<file path="src/rtl/lbm_pkg.sv">
// Shared D2Q9 constants for the LBM streaming datapath:
// direction set, opposite mapping and pull offsets.
package lbm_pkg;

    localparam int Q = 9;

    typedef enum logic [3:0] {
        D_REST, D_N, D_NE, D_E, D_SE,
        D_S, D_SW, D_W, D_NW
    } dir_e;

    typedef enum logic [1:0] {
        S_IDLE, S_SWEEP, S_DRAIN, S_DONE
    } state_e;

    // Offset from a destination cell to the cell it pulls from (row 0 = top)
    localparam int ROW_OFF [Q] = '{0, 1, 1, 0, -1, -1, -1, 0, 1};
    localparam int COL_OFF [Q] = '{0, 0, -1, -1, -1, 0, 1, 1, 1};

    function automatic int opp(input int d);
        return (d == 0) ? 0 : ((d + 3) % 8) + 1;
    endfunction

endpackage

</file>
<file path="src/rtl/lbm_stream_pull_if.sv">
// Control, mode and population-RAM bus of the streaming engine.
// master = engine side, slave = collision stage / RAM side.
interface lbm_stream_pull_if
    import lbm_pkg::*;
#(
    parameter int DATA_WIDTH = 16,
    parameter int CELLS      = 256,
    parameter int ADDR_WIDTH = $clog2(CELLS)
);

    logic                                start;
    logic                                periodic;
    logic                                zero_solid;
    logic [CELLS-1:0]                    barrier_mask;
    logic                                busy;
    logic                                done;
    logic                                bank;
    logic [Q-1:0][ADDR_WIDTH-1:0]        rd_addr;
    logic [Q-1:0][DATA_WIDTH-1:0]        rd_data;
    logic                                wr_en;
    logic [ADDR_WIDTH-1:0]               wr_addr;
    logic [Q-1:0][DATA_WIDTH-1:0]        wr_data;

    modport master (
        input  start, periodic, zero_solid,
        input  barrier_mask, rd_data,
        output busy, done, bank,
        output rd_addr, wr_en, wr_addr, wr_data
    );

    modport slave (
        output start, periodic, zero_solid,
        output barrier_mask, rd_data,
        input  busy, done, bank,
        input  rd_addr, wr_en, wr_addr, wr_data
    );

endinterface

</file>
<file path="src/rtl/lbm_neighbour_addr.sv">
// Combinational pull-source address generator for one destination cell.
module lbm_neighbour_addr
    import lbm_pkg::*;
#(
    parameter int GRID_W = 16,
    parameter int GRID_H = 16,
    parameter int RW     = 4,
    parameter int CW     = 4,
    parameter int AW     = 8
) (
    input  logic [RW-1:0]         row_i,
    input  logic [CW-1:0]         col_i,
    input  logic                  periodic_i,
    input  logic                  solid_i,
    output logic [Q-1:0][AW-1:0]  addr_o
);

    int   r;
    int   c;
    logic off;

    always_comb begin
        r      = 0;
        c      = 0;
        off    = 1'b0;
        addr_o = '0;
        for (int d = 0; d < Q; d++) begin
            r   = int'(row_i) + ROW_OFF[d];
            c   = int'(col_i) + COL_OFF[d];
            off = (r < 0) || (r >= GRID_H) ||
                  (c < 0) || (c >= GRID_W);
            if (periodic_i) begin
                if (r < 0)            r = r + GRID_H;
                else if (r >= GRID_H) r = r - GRID_H;
                if (c < 0)            c = c + GRID_W;
                else if (c >= GRID_W) c = c - GRID_W;
            end else if (off) begin
                r = int'(row_i);
                c = int'(col_i);
            end
            // Solid cells read all directions in place for bounce-back
            if (solid_i) begin
                r = int'(row_i);
                c = int'(col_i);
            end
            addr_o[d] = AW'(r * GRID_W + c);
        end
    end

endmodule

</file>
<file path="src/rtl/lbm_stream_pull.sv">
// D2Q9 pull-streaming engine with fused bounce-back, one cell per cycle
// between ping-pong population banks.
module lbm_stream_pull
    import lbm_pkg::*;
#(
    parameter int DATA_WIDTH = 16,
    parameter int GRID_W     = 16,
    parameter int GRID_H     = 16,
    parameter int CELLS      = GRID_W * GRID_H,
    parameter int ADDR_WIDTH = $clog2(CELLS)
) (
    input logic             clk,
    input logic             rst,
    lbm_stream_pull_if.master bus
);

    localparam int RW = (GRID_H > 1) ? $clog2(GRID_H) : 1;
    localparam int CW = (GRID_W > 1) ? $clog2(GRID_W) : 1;

    state_e                       state_q, state_d;
    logic [ADDR_WIDTH-1:0]        idx_q;
    logic [RW-1:0]                row_q;
    logic [CW-1:0]                col_q;
    logic                         periodic_q;
    logic                         zero_q;
    logic                         solid_q;
    logic                         wr_en_q;
    logic [ADDR_WIDTH-1:0]        wr_addr_q;
    logic                         bank_q;
    logic [Q-1:0][ADDR_WIDTH-1:0] nb_addr;
    logic                         last;

    assign last = (idx_q == ADDR_WIDTH'(CELLS - 1));

    lbm_neighbour_addr #(
        .GRID_W (GRID_W),
        .GRID_H (GRID_H),
        .RW     (RW),
        .CW     (CW),
        .AW     (ADDR_WIDTH)
    ) u_nb (
        .row_i      (row_q),
        .col_i      (col_q),
        .periodic_i (periodic_q),
        .solid_i    (bus.barrier_mask[idx_q]),
        .addr_o     (nb_addr)
    );

    always_ff @(posedge clk) begin
        if (rst) state_q <= S_IDLE;
        else     state_q <= state_d;
    end

    always_comb begin
        state_d = state_q;
        unique case (state_q)
            S_IDLE:  if (bus.start) state_d = S_SWEEP;
            S_SWEEP: if (last) state_d = S_DRAIN;
            S_DRAIN: state_d = S_DONE;
            S_DONE:  state_d = S_IDLE;
            default: state_d = S_IDLE;
        endcase
    end

    always_comb begin
        bus.busy    = 1'b0;
        bus.done    = 1'b0;
        bus.rd_addr = '0;
        unique case (state_q)
            S_SWEEP: begin
                bus.busy    = 1'b1;
                bus.rd_addr = nb_addr;
            end
            S_DRAIN: bus.busy = 1'b1;
            S_DONE:  bus.done = 1'b1;
            default: ;
        endcase
    end

    always_ff @(posedge clk) begin
        if (rst) begin
            idx_q      <= '0;
            row_q      <= '0;
            col_q      <= '0;
            periodic_q <= 1'b0;
            zero_q     <= 1'b0;
            solid_q    <= 1'b0;
            wr_en_q    <= 1'b0;
            wr_addr_q  <= '0;
            bank_q     <= 1'b0;
        end else begin
            // Write stage trails the read issue by the RAM latency
            wr_en_q   <= (state_q == S_SWEEP);
            wr_addr_q <= idx_q;
            solid_q   <= bus.barrier_mask[idx_q];
            unique case (state_q)
                S_IDLE: if (bus.start) begin
                    idx_q      <= '0;
                    row_q      <= '0;
                    col_q      <= '0;
                    periodic_q <= bus.periodic;
                    zero_q     <= bus.zero_solid;
                end
                S_SWEEP: begin
                    idx_q <= idx_q + 1'b1;
                    if (col_q == CW'(GRID_W - 1)) begin
                        col_q <= '0;
                        row_q <= row_q + 1'b1;
                    end else begin
                        col_q <= col_q + 1'b1;
                    end
                end
                S_DONE:  bank_q <= ~bank_q;
                default: ;
            endcase
        end
    end

    always_comb begin
        bus.wr_data = '0;
        if (wr_en_q) begin
            for (int d = 0; d < Q; d++) begin
                if (!solid_q)    bus.wr_data[d] = bus.rd_data[d];
                else if (!zero_q) bus.wr_data[d] = bus.rd_data[opp(d)];
            end
        end
    end

    assign bus.wr_en   = wr_en_q;
    assign bus.wr_addr = wr_addr_q;
    assign bus.bank    = bank_q;

endmodule

</file>
<file path="src/flat_wrapper.sv">
// flat-port wrapper written by rule: the top's interface ports become plain ports
module lbm_stream_pull_flat import lbm_pkg::*;
#(
    parameter int DATA_WIDTH = 16,
    parameter int GRID_W     = 16,
    parameter int GRID_H     = 16,
    parameter int CELLS      = GRID_W * GRID_H,
    parameter int ADDR_WIDTH = $clog2(CELLS)
)
  (clk, rst, bus_start, bus_periodic, bus_zero_solid, bus_barrier_mask, bus_rd_data, bus_busy, bus_done, bus_bank, bus_rd_addr, bus_wr_en, bus_wr_addr, bus_wr_data);
  lbm_stream_pull_if #(.DATA_WIDTH(DATA_WIDTH), .CELLS(CELLS), .ADDR_WIDTH(ADDR_WIDTH)) bus_i ();
  input logic clk;
  input logic rst;
  input wire logic [$bits(bus_i.start)-1:0] bus_start;
  input wire logic [$bits(bus_i.periodic)-1:0] bus_periodic;
  input wire logic [$bits(bus_i.zero_solid)-1:0] bus_zero_solid;
  input wire logic [$bits(bus_i.barrier_mask)-1:0] bus_barrier_mask;
  input wire logic [$bits(bus_i.rd_data)-1:0] bus_rd_data;
  output wire logic [$bits(bus_i.busy)-1:0] bus_busy;
  output wire logic [$bits(bus_i.done)-1:0] bus_done;
  output wire logic [$bits(bus_i.bank)-1:0] bus_bank;
  output wire logic [$bits(bus_i.rd_addr)-1:0] bus_rd_addr;
  output wire logic [$bits(bus_i.wr_en)-1:0] bus_wr_en;
  output wire logic [$bits(bus_i.wr_addr)-1:0] bus_wr_addr;
  output wire logic [$bits(bus_i.wr_data)-1:0] bus_wr_data;
  assign bus_i.start = bus_start;
  assign bus_i.periodic = bus_periodic;
  assign bus_i.zero_solid = bus_zero_solid;
  assign bus_i.barrier_mask = bus_barrier_mask;
  assign bus_i.rd_data = bus_rd_data;
  assign bus_busy = bus_i.busy;
  assign bus_done = bus_i.done;
  assign bus_bank = bus_i.bank;
  assign bus_rd_addr = bus_i.rd_addr;
  assign bus_wr_en = bus_i.wr_en;
  assign bus_wr_addr = bus_i.wr_addr;
  assign bus_wr_data = bus_i.wr_data;
  lbm_stream_pull #(.DATA_WIDTH(DATA_WIDTH), .GRID_W(GRID_W), .GRID_H(GRID_H), .CELLS(CELLS), .ADDR_WIDTH(ADDR_WIDTH)) u_core (.clk(clk), .rst(rst), .bus(bus_i));
endmodule
</file>
<file path="config.mk">
export PLATFORM = sky130hd
export DESIGN_NAME = lbm_stream_pull_flat
export DESIGN_NICKNAME = d
export VERILOG_FILES = /design/src/rtl/lbm_pkg.sv /design/src/rtl/lbm_stream_pull_if.sv /design/src/rtl/lbm_neighbour_addr.sv /design/src/rtl/lbm_stream_pull.sv /design/src/flat_wrapper.sv
export SDC_FILE = /design/constraint.sdc
export NUM_CORES = 1
export LEC_CHECK = 0
export ABC_CLOCK_PERIOD_IN_PS = 7800
export CORE_AREA = 2 2 250 252
export CTS_BUF_LIST = sky130_fd_sc_hd__clkbuf_4 sky130_fd_sc_hd__clkbuf_8
export CTS_CLUSTER_SIZE = 30
export DETAILED_ROUTE_END_ITERATION = 8
export DIE_AREA = 0 0 252 254
export GPL_ROUTABILITY_DRIVEN = 0
export SETUP_SLACK_MARGIN = 0.5
export SLEW_MARGIN = 20
export SYNTH_ARGS = -nofsm -noshare
export SYNTH_HDL_FRONTEND = slang
export SYNTH_SLANG_ARGS = --single-unit
</file>
<file path="constraint.sdc">
create_clock -name clk -period 7.8 [get_ports clk]
set_input_delay 1.56 -clock clk [delete_from_list [all_inputs] [get_ports clk]]
set_output_delay 1.56 -clock clk [all_outputs]
set_load 0.01 [all_outputs]
</file>
Word level (Yosys, flattened, before mapping)
Index checks and enable logic that the tools add are counted.
{ "totals": {"regBits": 31, "latchBits": 0, "ram_bits": 0, "mem_bits_ro": 0, "in_bits": 405, "output_inout_bits": 228, "wordCells": 172, "mem_count": 0} }
{ "classes": {"add_sub_neg": 28, "n_mul": 0, "div": 0, "magnitude_cmp": 13, "eq_ne": 8, "n_shift": 0, "n_mux": 86, "n_bitwise": 1, "reduce_logical": 26} }
{ "ops": {"columns": ["op", "n"], "rows": [
  ["2-to-1 mux 16 bit", 18],
  ["2-to-1 mux 8 bit", 24],
  ["2-to-1 mux 144 bit", 1],
  ["2-to-1 mux 4 bit", 29],
  ["adder 8 bit", 9],
  ["2-to-1 mux 72 bit", 1],
  ["adder 4 x 1 -> 4 bit, second input constant", 5],
  ["logical OR 1 bit", 19],
  ["one-hot mux 4 bit (2 select lines)", 2],
  ["one-hot mux 8 bit (2 select lines)", 1],
  ["2-to-1 mux 5 bit", 3],
  ["adder 5 x 1 -> 6 bit, second input constant", 2],
  ["greater-or-equal comparator 6 bit, second input constant", 2],
  ["< comparator 6 x 1 -> 1 bit, second input constant", 2],
  ["subtractor 4 x 1 -> 4 bit, second input constant", 3],
  ["adder 4 x 1 -> 5 bit, second input constant", 2],
  ["greater-or-equal comparator 4 x 5 -> 1 bit, second input constant", 2],
  ["greater-or-equal comparator 5 bit, second input constant", 2],
  ["< comparator 5 x 1 -> 1 bit, second input constant", 2],
  ["< comparator 8 x 9 -> 1 bit, second input constant", 1],
  ["adder 8 x 1 -> 8 bit, second input constant", 1],
  ["binary-select mux 1 bit (select 8 bit)", 1],
  ["== test 8 bit, second input constant", 1],
  ["< comparator 4 x 1 -> 1 bit, second input constant", 2],
  ["other kinds (20)", 27]
]} }

Longest topological paths before layout
Gate-level depths: netlist (run 1).
{ "depth": {"word_depth": 10, "depth_mapped": 21, "ltp_nobuf": 18} }

Cells and area by module
A second synthesis (run 1) with hierarchy kept.
{ "unflattened": {"cells_unflattened": 1086, "hier_area_um2": 8459.4} }
{ "by_module_without_submodules": {"columns": ["module", "n_inst", "cells_per_inst", "area_per_inst_um2", "seq_area_each_um2"], "rows": [
  ["lbm_stream_pull", 1, 825, 6603.8, 620.6],
  ["lbm_neighbour_addr", 1, 261, 1855.5, 0.0]
]} }

Worst setup path after synthesis (run 1)
OpenSTA, ideal clock, no wires.
{ "synth_path": {"path_kind": "input to output", "from": "input port bus_barrier_mask[153]", "to": "output port bus_rd_addr[55]", "arrival_time_ns": 4.704, "required_ns": 6.240, "path_slack_ns": 1.536, "cell_stages": 16, "path_buffers": 2, "cell_sequence": "mux4_1 > mux4_2 > o22ai_1 > a311o_1 > a311oi_4 > a21oi_4 > buf_6 > and3_1 > buf_4 > nor2_1 > a21oi_1 > ha_1 > a21o_1 > a21oi_1 > nor3_1 > nor3_1"} }
{ "synth_via": {"elab_chain_cells": 5, "elab_cells_between_ends": 6, "cone_classes": "1 x add/sub; 5 x mux"} }
{ "synth_lines": {"columns": ["item", "line", "source"], "rows": [
  ["start, declared", "flat_wrapper.sv:17", "input wire logic [$bits(bus_i.barrier_mask)-1:0] bus_barrier_mask;"],
  ["binary-select mux 1 bit (select 8 bit) *", "lbm_stream_pull.sv:45", ".solid_i (bus.barrier_mask[idx_q]),"],
  ["2-to-1 mux 1 bit (not written as such) *", "lbm_stream_pull.sv:45", null],
  ["2-to-1 mux 4 bit / 2-to-1 mux 8 bit (equally long branches)", "lbm_neighbour_addr.sv:42", "if (solid_i) begin"],
  ["adder 8 bit *", "lbm_neighbour_addr.sv:46", "addr_o[d] = AW'(r * GRID_W + c);"],
  ["2-to-1 mux 72 bit *", "lbm_stream_pull.sv:69", "unique case (state_q)"],
  ["end, declared", "flat_wrapper.sv:22", "output wire logic [$bits(bus_i.rd_addr)-1:0] bus_rd_addr;"]
]} }
Mark *: on every way between the ends. The rest lies on a longest branch, timed or not. The select of a mux whose other input is x is not followed.

Worst setup path after layout (run 1)
{ "layout_path": {"from": "input port bus_barrier_mask[29]", "to": "output port bus_rd_addr[23]"} }
Same word-level chain as after synthesis.

==> results of run 1 <==
through the flow:
stage / area, um^2 / total power, mW / cells / hold slack (ns)
final: 15500 / 1.93 / 2444 / 0.523
after global placement: 15200 / 1.73 / 2428 / 0.476
after global routing: 15500 / 2.08 / 2444 / 0.547
after floorplan: 8240 / 1.06 / 1092 / 0.463
after detailed placement: 15200 / 1.75 / 2428 / 0.513
after CTS: 15400 / 1.93 / 2439 / 0.524
cells by family after synthesis:
| kind of cell | count (synthesis) |
|---|---|
| xor gates and xnor gates | 44 |
| buffers and inverters | 139 |
| and+or+nand+nor | 501 |
| adders and majority gates | 38 |
| DFF | 31 |
| muxes | 97 |
| AOI/OAI and AO/OA | 242 |
where the power goes:
part	leakage [nW]	switching (mW)	total [mW]	internal, mW
clock network	0.0581	0.0745	0.170	0.0952
registers	0.254	0.0603	0.235	0.175
logic	5.16	0.740	1.53	0.787
total	5.47	0.875	1.93	1.06
sequential cells by signal (all words and copies together), names as in the netlist, 2 cells and up:
register / flops
u_core.idx_q: 8
u_core.state_q: 2
u_core.bus.wr_addr: 8
u_core.col_q: 4
u_core.row_q: 4
metal layers:
metal  global-route usage (%)  up-vias
li1                         -     4906
met1                     14.0     4848
met2                     25.7      526
met3                     2.41       59
met4                     4.50        0
met5                        0        -
final cells by class:
type,instances,area [um^2]
diodes,3,7.51
clock buffers,5,68.8
clock inverters,3,43.8
fillers,6619,45800
inverters,28,105
multi-input cells,923,7010
flip-flops and latches,31,634
well taps,790,988
repair buffers,661,6600
worst min-delay path, stage by stage, from the launching register on:
cell and delay, ns:
dfxtp_1 0.35, nand2_1 0.07, a21oi_1 0.06
path summary, 6_finish.rpt:
check / endpoint / slack, ns / cells past startpoint
worst min register to register: u_core.state_q[1] / 0.52 / 2
worst max register to register: u_core.solid_q / 4.35 / 10
worst min-delay path: u_core.state_q[1] / 0.52 / 2
worst max-delay path: bus_rd_addr[23] / 0.44 / 16
layout by cell type (no fill, tap or decap), types with 4 or more instances in the layout:
cell type / count
dfxtp_1: 26
nand2b_1: 8
mux4_1: 7
nor3_1: 8
nand3_1: 23
and2_1: 33
dlymetal6s2s_1: 9
a21o_1: 9
a211oi_1: 7
xnor2_1: 31
nor2b_1: 263
mux2_2: 4
nand2_1: 49
nor2_1: 82
inv_1: 24
mux2i_1: 32
dlygate4sd2_1: 4
a21oi_1: 153
a22oi_1: 7
clkdlybuf4s50_1: 619
a311oi_1: 6
a31oi_1: 5
and3_1: 5
fa_1: 6
o21ai_0: 17
ha_1: 32
mux4_2: 54
xor2_1: 13
a21boi_0: 4
or3_1: 5
nand3b_1: 5
clkbuf_8: 5
buf_4: 26
what timing repair did:
| item | 4_1_cts | 5_1_grt |
|---|---|---|
| resized for setup | 13 | 14 |
| cloned | 1 | 0 |
| pin swaps | 1 | 0 |
| setup endpoints to repair | 16 | 16 |
| setup buffers | 2 | 1 |
| hold buffers | 0 | 0 |
| hold endpoints to repair | 0 | 0 |
==> summary.txt, run 1 <==
Worst hold path
  • HP Class: register to register
  • Min-delay src: u_core.state_q[1]

Worst setup path
  • Cell Chain, Critical Path: clkdlybuf4s50_1 -> mux4_2 -> a221oi_1 -> o21ai_1 -> a311oi_2 -> nor2_2 -> a21oi_4 -> and3_1 -> buf_4 -> a21o_1 -> ha_1 -> a21o_1 -> a21oi_2 -> xnor2_1 -> a22o_1 -> clkdlybuf4s50_1
  • Critical path class: primary input to primary output
  • Crit path max-delay family: compound AO/OA/AOI/OAI gates
  • CP Capture Type: primary output
  • Critical-path top delay cell: clkdlybuf4s50_1
  • Critical Path Max Stage Delay: 0.53 ns
  • Worst setup SP type: primary input
  • Worst Setup SP: bus_barrier_mask[29]
  • Crit-path max FO: 6
  • CP required: 6.24 ns
  • Worst Path Buf+Inv: 3
  • WP data arrival: 5.80 ns
  • Worst r2r src: u_core.idx_q[0]

STA
  • Final number of max-transition violations: 0
  • Tightest Pin Transition: 1.08 ns
  • Worst slew margin: 27.9%
  • Clk_skew: 0.00779 ns
  • Final hold vios: 0
  • Period utilisation layout: 94.4%
  • Final setup vio count: 0
  • Max Clk Rate: 0.136 GHz
  • Minimum clock period: 7.36 ns
  • RSZ-0062 raised after global routing: yes
  • Final setup margin: 0.438 ns
  • Setup TNS: 0 ns

Synthesis
  • Sequential share of the synthesized area: 7.54%
  • Top_reg_cell synth: dfxtp_1
  • Synth Area in Simple Gates: 34.0%
  • Cell type with the largest total area after synthesis: nor2b_1
  • Synth Cell Area: 8240 um^2
  • Synth Area in Adders: 6.32%
  • Synth area leaders: nor2b_1, mux4_2, a21oi_1, dfxtp_1, ha_1
  • Largest family of logic cells by synthesized area: simple AND/OR/NAND/NOR gates
  • Mapped Cells: 1,092
  • Synth Warn #: 0
  • Flops & latches, synth: 31
  • Post-synth top cells: nor2b_1, a21oi_1, nor2_1
  • Count leader, synth: nor2b_1
  • Post-Syn Nets: 1,535
  • Mux cell area share after synthesis: 21.4%
  • Compound-gate portion of the synthesized area: 17.8%
  • Number of flops mapped to enable cells by yosys: 0
  • XOR/XNOR share of the synthesized area: 4.68%
  • Syn Area/Cell: 7.54 um^2
  • Synth top area share: 20.1%
  • FFs w/ async S/R, synth: 0%
  • Distinct cells, synth: 65

Floorplanning
  • Die Footprint: 64,000 um^2
  • # rows: 91
  • Die height: 254 um
  • DIE WIDTH: 252 um
  • Core Box Area: 61,300 um^2
  • Boundary Pins: 633
  • Initial core utilization: 13.4%

Drt
  • Drt initial violations: 718
  • Remaining antenna violation count: 0
  • WL final: 45,200 um
  • Pre-antenna DRT Iters: 5
  • Highest routed layer: met4
  • DR vias: 10.3k
  • Via/cell ratio: 4.23
  • Wire length per cell: 18.5 um
  • WL met1: 16,500 um
  • Post-route DRC: 0
  • Metal2 WL: 24,100 um
  • Met3 wire length: 3000 um

Clock network
  • Num CTS Buffers: 5
  • CTS max path bufs: 2
  • CTS tree: yes
  • Reg clk slew, reported paths: 0.07 ns
  • Clock sinks: 31
  • CTS root buf: clkbuf_8
  • Clock Latency Late Sink: 0.30 ns
  • CTS H-tree depth: 2

Power
  • VDD IR-drop max: 0.0763 mV
  • Leakage: 5.47 nW
  • Pwr Density: 125 nW/um^2

Finish
  • Layout cells sized above 1: 7.57%
  • Area delta synth->final: 87.6%
  • Final core utilization: 25.2%
  • Layout Nets: 2,093

Global routing
  • Antenna violations before repair: 4
  • First-pass GRT wire length: 64,200 um
  • Grt total ovfl: 0
  • Number of global-route vias before repair: 10.6k
  • GRT Total Usage: 13.2%
  • Largest net degree at the start of global routing: 131

Flow run
  • Max cap viols: 0

Status
  • Status: complete, no violations

Placed design
  • Hpwl dp: 38,300 um
  • Dpl ws: 0.207 ns
  • Port Buffer Count: 632
No activity file was read; power rests on OpenSTA's default activity.
==> run 2, diff against run 1 <==
--- a/config.mk
+++ b/config.mk
@@ -6,12 +6,15 @@
 export NUM_CORES = 1
 export LEC_CHECK = 0
 export ABC_CLOCK_PERIOD_IN_PS = 7800
-export CORE_AREA = 2 2 250 252
+export CELL_PAD_IN_SITES_DETAIL_PLACEMENT = 0
+export CELL_PAD_IN_SITES_GLOBAL_PLACEMENT = 2
+export CORE_AREA = 2 2 244 246
 export CTS_BUF_LIST = sky130_fd_sc_hd__clkbuf_4 sky130_fd_sc_hd__clkbuf_8
 export CTS_CLUSTER_SIZE = 30
 export DETAILED_ROUTE_END_ITERATION = 8
-export DIE_AREA = 0 0 252 254
+export DIE_AREA = 0 0 246 248
 export GPL_ROUTABILITY_DRIVEN = 0
+export PLACE_DENSITY_LB_ADDON = 0.1
 export SETUP_SLACK_MARGIN = 0.5
 export SLEW_MARGIN = 20
 export SYNTH_ARGS = -nofsm -noshare
==> summary.txt, run 2 (synthesis gave the netlist of run 1 again) <==
Status
  • Status: complete, no violations

Power
  • Clock power frac: 7.2% (-1.6 points)
  • VDD IR-drop max: 0.0700 mV (-8.3%)
  • Comb power frac: 79.6% (+0.5 points)
  • Pwr Density: 124 nW/um^2 (-0.83%)
  • Internal Pwr Total: 1.03 mW (-2.2%)
  • Total Power: 1.91 mW (-0.85%)
  • Sequential power share: 13.2% (+1.0 points)
  • P_sw: 0.881 mW (+0.76%)
  • Leakage: 5.48 nW (+0.14%)
  • Switching fraction of total power: 46.0% (+0.74 points)

Global routing
  • Number of global-route vias before repair: 10.4k (-1.1%)
  • First-pass GRT wire length: 71,400 um (+11%)
  • Antenna violations before repair: 6 (+2)
  • GRT Total Usage: 15.5% (+2.3 points)
  • Grt total ovfl: 0 (unchanged)
  • Largest net degree at the start of global routing: 89 (-32%)

Worst setup path
  • CP required: 6.24 ns (about the same)
  • WP data arrival: 5.57 ns (-0.23 ns)
  • Crit-path max FO: 15 (+9)
  • CP Capture Type: primary output
  • Critical path class: primary input to primary output
  • Worst setup SP type: primary input

Floorplanning
  • DIE WIDTH: 246 um (-2.4%)
  • Core Box Area: 58,500 um^2 (-4.6%)
  • Die Footprint: 61,000 um^2 (-4.7%)
  • Die height: 248 um (-2.4%)
  • Boundary Pins: 633 (unchanged)
  • # rows: 89 (-2.2%)
  • Initial core utilization: 14.1% (+0.64 points)

Drt
  • Post-route DRC: 0 (unchanged)
  • Via/cell ratio: 4.17 (-1.5%)
  • WL final: 50,900 um (+13%)
  • Remaining antenna violation count: 0 (unchanged)
  • Pre-antenna DRT Iters: 5 (unchanged)
  • Wire length per cell: 20.9 um (+13%)
  • DR vias: 10.1k (-2.0%)
  • Drt initial violations: 338 (-53%)

Placed design
  • Post-Place Cells: 2,413 (-0.62%)
  • Port Buffer Count: 632 (unchanged)
  • Hpwl dp: 42,000 um (+9.6%)

Finish
  • Most frequent cells in the layout: clkdlybuf4s50_1, nor2b_1, a21oi_1
  • Final Non-Filler Cells: 2,431 (-0.53%)
  • Area delta synth->final: 87.6% (about the same)
  • Layout Nets: 2,096 (+0.14%)
  • Fillers: 6,390 (-3.5%)
  • Most common cell after layout, fill and taps aside: clkdlybuf4s50_1
  • Layout cells sized above 1: 8.10% (+0.53 points)

STA
  • Tightest Pin Transition: 0.991 ns (-0.0907 ns)
  • Setup TNS: 0 ns (unchanged)
  • Max Clk Rate: 0.140 GHz (+3.2%)
  • Final setup vio count: 0 (unchanged)
  • RSZ-0062 raised after global routing: no
  • Final hold vios: 0 (unchanged)
  • Minimum clock period: 7.13 ns (-0.228 ns)
  • Period utilisation layout: 91.5% (-2.9 points)
  • Clk_skew: 0.0108 ns (+0.00306 ns)
  • Final number of max-transition violations: 0 (unchanged)
  • Worst slew margin: 33.9% (+6.0 points)

Clock network
  • CTS tree: yes
  • Clock Latency Late Sink: 0.30 ns (about the same)
  • CTS max path bufs: 2 (unchanged)
  • Reg clk slew, reported paths: 0.08 ns (about the same)
  • Num CTS Buffers: 5 (unchanged)
  • CTS root buf: clkbuf_8
  • CTS H-tree depth: 2 (unchanged)
  • Clock sinks: 31 (unchanged)

Flow run
  • Max cap viols: 0 (unchanged)

Worst hold path
  • HP Class: register to register
==> run 2: cell types whose count changed in the layout (fill, tap and decap cells not counted), moves of 2 or more <==
cell / before / now
buf_4: 26 / 30
xnor2_2: 0 / 2
nor3b_2: 1 / 3
xnor2_1: 31 / 29
==> run 2: layout make-up <==
| type | count | area (um^2) | share of cell area (%) |
|---|---|---|---|
| timing repair buffer | 665 | 6640 | 43.0 |
| antenna | 4 | 10.0 | 0.0648 |
| inverter | 28 | 105 | 0.680 |
| sequential | 31 | 634 | 4.11 |
| multi-input combinational | 922 | 7010 | 45.4 |
| clock inverter | 2 | 11.3 | 0.0729 |
| tap | 773 | 967 | 6.26 |
| clock buffer | 6 | 76.3 | 0.494 |
==> run 2: power groups by stage <==
stage,clock (mW),sequential (mW),combinational (mW)
after global routing,0.151,0.266,1.67
after CTS,0.146,0.260,1.56
after detailed placement,0,0.263,1.53
final,0.138,0.253,1.52
after global placement,0,0.264,1.53
after floorplan,0,0.188,0.872
==> run 2: per-layer routing <==
metal | up-vias | global-route usage [%] | wire length [um]
met4 | 6 | 0.784 | 128
met3 | 14 | 4.10 | 3880
met2 | 342 | 29.0 | 26700
met5 | - | 0 | 46
met1 | 4845 | 18.3 | 20100
li1 | 4924 | - | -
==> run 2: what timing repair did <==
| action | in CTS | in global routing |
|---|---|---|
| pin swaps | 2 | 5 |
| cloned | 1 | 0 |
| setup endpoints to repair | 17 | 14 |
| buffers inserted | 4 | 1 |
| resized for setup | 17 | 13 |
| hold buffers | 0 | 0 |
==> run 2: final timing paths <==
path,from,end,slack (ns),depth (start not counted)
max,bus_barrier_mask[147],bus_rd_addr[54],0.67,15
max reg2reg,u_core.idx_q[0],u_core.solid_q,4.26,11
min,u_core.state_q[1],u_core.state_q[1],0.52,2
min reg2reg,u_core.state_q[1],u_core.state_q[1],0.52,2
==> run 2: worst max-delay path: stages <==
cell and delay, ns:
clkdlybuf4s50_1 0.41, mux4_2 0.48, mux4_2 0.51, o22ai_2 0.19, a311o_1 0.21, a311oi_4 0.16
a21oi_4 0.19, buf_12 0.16, and3_4 0.23, xnor2_1 0.07, ha_1 0.24, fa_1 0.39
xnor2_1 0.14, nor2_1 0.08, clkdlybuf4s50_1 0.54
==> run 2: stage by stage <==
stage	hold WS (ns)	util [%]	area (um^2)	setup slack (ns)
after floorplan	0.463	-	8240	1.54
after global placement	0.497	26.0	15200	0.168
after detailed placement	0.509	26.0	15200	0.155
after CTS	0.519	26.3	15400	0.453
after global routing	0.547	26.4	15400	0.520
final	0.516	26.4	15400	0.666
==> run 3, diff against run 2 <==
--- a/config.mk
+++ b/config.mk
@@ -5,7 +5,7 @@
 export SDC_FILE = /design/constraint.sdc
 export NUM_CORES = 1
 export LEC_CHECK = 0
-export ABC_CLOCK_PERIOD_IN_PS = 7800
+export ABC_CLOCK_PERIOD_IN_PS = 7300
 export CELL_PAD_IN_SITES_DETAIL_PLACEMENT = 0
 export CELL_PAD_IN_SITES_GLOBAL_PLACEMENT = 2
 export CORE_AREA = 2 2 244 246
@@ -16,6 +16,7 @@
 export GPL_ROUTABILITY_DRIVEN = 0
 export PLACE_DENSITY_LB_ADDON = 0.1
 export SETUP_SLACK_MARGIN = 0.5
+export SKIP_LAST_GASP = 1
 export SLEW_MARGIN = 20
 export SYNTH_ARGS = -nofsm -noshare
 export SYNTH_HDL_FRONTEND = slang
==> constraint.sdc (replaced) <==
create_clock -name clk -period 7.3 [get_ports clk]
set_input_delay 1.46 -clock clk [delete_from_list [all_inputs] [get_ports clk]]
set_output_delay 1.46 -clock clk [all_outputs]
set_load 0.01 [all_outputs]
==> summary.txt, run 3 (synthesis gave the netlist of run 1 again) <==
Status
  • Status: complete, no violations

STA
  • Period utilisation layout: 90.8%
  • Worst slew margin: 29.8% (-4.2 points)
  • Clk_skew: 0.0123 ns (+0.00143 ns)
  • Final setup margin: 0.670 ns (+0.00483 ns)
  • Hold Slack: 0.509 ns (-0.00631 ns)
  • Setup TNS: 0 ns (unchanged)
  • Final setup vio count: 0 (unchanged)
  • Final number of max-transition violations: 0 (unchanged)
  • Max Clk Rate: 0.151 GHz
  • Tightest Pin Transition: 1.05 ns (+0.0624 ns)
  • RSZ-0062 raised after global routing: no
  • Minimum clock period: 6.63 ns
  • Final hold vios: 0 (unchanged)

Global routing
  • Number of global-route vias before repair: 10.6k (+1.8%)
  • Antenna violations before repair: 10 (+4)
  • First-pass GRT wire length: 71,200 um (-0.37%)
  • Grt total ovfl: 0 (unchanged)
  • Largest net degree at the start of global routing: 95 (+6.7%)
  • GRT Total Usage: 15.5% (+0.026 points)

Power
  • Pwr Density: 134 nW/um^2 (+8.1%)
  • Total Power: 2.10 mW (+9.8%)
  • Leakage: 5.57 nW (+1.5%)
  • VDD IR-drop max: 0.0943 mV (+35%)

Worst setup path
  • CP required: 5.84 ns (-0.40 ns)
  • R2R Path End: u_core.solid_q
  • Worst r2r src: u_core.idx_q[1]
  • Worst reg2reg path depth: 12 (+1)
  • Critical path class: primary input to primary output
  • Worst Setup SP: bus_barrier_mask[156]
  • Worst setup SP type: primary input
  • Reg2reg setup slack: 3.95 ns (-0.31 ns)
  • Worst setup path endpoint: bus_rd_addr[23]
  • CP Capture Type: primary output
  • WP data arrival: 5.17 ns (-0.40 ns)
  • Crit-path max FO: 3 (-12)

Finish
  • Layout cells sized above 1: 10.9% (+2.8 points)
  • Area of the multi-input gates: 7070 um^2 (+0.95%)
  • Most common cell after layout, fill and taps aside: clkdlybuf4s50_1
  • Fillers: 6,377 (-0.20%)
  • Reg area: 634 um^2 (unchanged)
  • Design area: 15,700 um^2 (+1.6%)
  • Most frequent cells in the layout: clkdlybuf4s50_1, nor2b_1, a21oi_1
  • Area delta synth->final: 90.6%
  • Layout Nets: 2,126 (+1.4%)

Clock network
  • CTS tree: yes
  • Reg clk slew, reported paths: 0.08 ns (about the same)
  • Clock sinks: 31 (unchanged)
  • CTS root buf: clkbuf_8
  • Clock Latency Late Sink: 0.29 ns (about the same)
  • CTS H-tree depth: 2 (unchanged)
  • CTS max path bufs: 2 (unchanged)
  • Num CTS Buffers: 5 (unchanged)
  • Post-CTS Hold Buffers: 0 (unchanged)

Drt
  • Wire length per cell: 20.7 um (-1.2%)
  • Remaining antenna violation count: 0 (unchanged)
  • Drt initial violations: 330 (-2.4%)
  • Via/cell ratio: 4.15 (-0.34%)
  • Post-route DRC: 0 (unchanged)
  • Pre-antenna DRT Iters: 5 (unchanged)
  • WL final: 50,900 um (+0.10%)
  • DR vias: 10.2k (+0.93%)

Placed design
  • Dpl ws: -0.158 ns (-0.313 ns)
  • Hpwl dp: 42,300 um (+0.81%)
  • Placed cell area: 15,400 um^2 (+1.0%)
  • Port Buffer Count: 632 (unchanged)

Floorplanning
  • Initial core utilization: 14.1% (unchanged)
  • Core Box Area: 58,500 um^2 (unchanged)
  • # rows: 89 (unchanged)
  • Die Footprint: 61,000 um^2 (unchanged)
  • Boundary Pins: 633 (unchanged)
  • Die height: 248 um (unchanged)
  • DIE WIDTH: 246 um (unchanged)

Worst hold path
  • HP Class: register to register

Flow run
  • Max cap viols: 0 (unchanged)
-- run 3: cell types whose count changed in the layout (fill, tap and decap cells not counted), sizes merged, moves of 5 or more --
cell / before / now
clkdlybuf4s50: 620 / 596
buf: 32 / 64
clkbuf: 6 / 11
dlygate4sd2: 4 / 10
clkdlybuf4s15: 0 / 17
dlymetal6s2s: 8 / 2
-- run 3: report_power, final --
part	total, mW	internal, mW	switching (mW)
clock network	0.147	0.0706	0.0768
registers	0.248	0.187	0.0612
logic	1.71	0.881	0.826
-- run 3: worst min-delay path by stage --
stage / startpoint / endpoint / slack, ns / cells past startpoint
after global routing: u_core.state_q[1] / u_core.state_q[1] / 0.56 / 2
after detailed placement: u_core.state_q[1] / u_core.state_q[1] / 0.50 / 2
after CTS: u_core.state_q[1] / u_core.state_q[1] / 0.51 / 2
after global placement: u_core.state_q[1] / u_core.state_q[1] / 0.50 / 2
after floorplan: u_core.zero_q / u_core.zero_q / 0.46 / 2
final: u_core.state_q[1] / u_core.state_q[1] / 0.51 / 2
-- run 3: layout make-up --
cell class	count	share of cell area [%]
Antenna cell	5	0.0797
Inverter	28	0.670
Clock buffer	6	0.486
Multi-Input combinational cell	922	45.1
Sequential cell	31	4.04
Timing Repair Buffer	695	43.4
Tap cell	773	6.16
Clock inverter	2	0.0797
-- run 3: per-stage QoR --
stage	cells	util, %
global placement	2435	26.3
finish	2462	26.9
global route	2462	26.9
detailed placement	2435	26.3
floorplan	1092	-
CTS	2450	26.6
-- run 3: what timing repair did --
item	in CTS	in global routing
hold endpoints to repair	0	0
endpoints found under the setup margin	34	13
gates cloned	1	0
buffers inserted	6	7
resized for setup	65	46
pin swaps	10	14
-- run 3: critical path, cell delays in order --
cell             delay (ns)
clkdlybuf4s50_1        0.46
mux4_2                 0.23
mux2_4                 0.16
o22ai_4                0.07
buf_6                  0.15
a311o_1                0.34
a311oi_4               0.39
a21oi_4                0.08
buf_6                  0.13
and3_4                 0.17
buf_4                  0.14
a21o_1                 0.17
ha_1                   0.28
a21o_1                 0.20
a21oi_2                0.13
buf_4                  0.13
xor2_1                 0.14
a22o_1                 0.18
buf_2                  0.14
-- run 3: layer usage --
layer	vias up	routed length, um	global-route usage [%]
met3	26	4030	4.54
met4	8	342	1.66
met1	4841	19800	17.6
met5	-	57	0
met2	376	26700	29.2
li1	4974	-	-
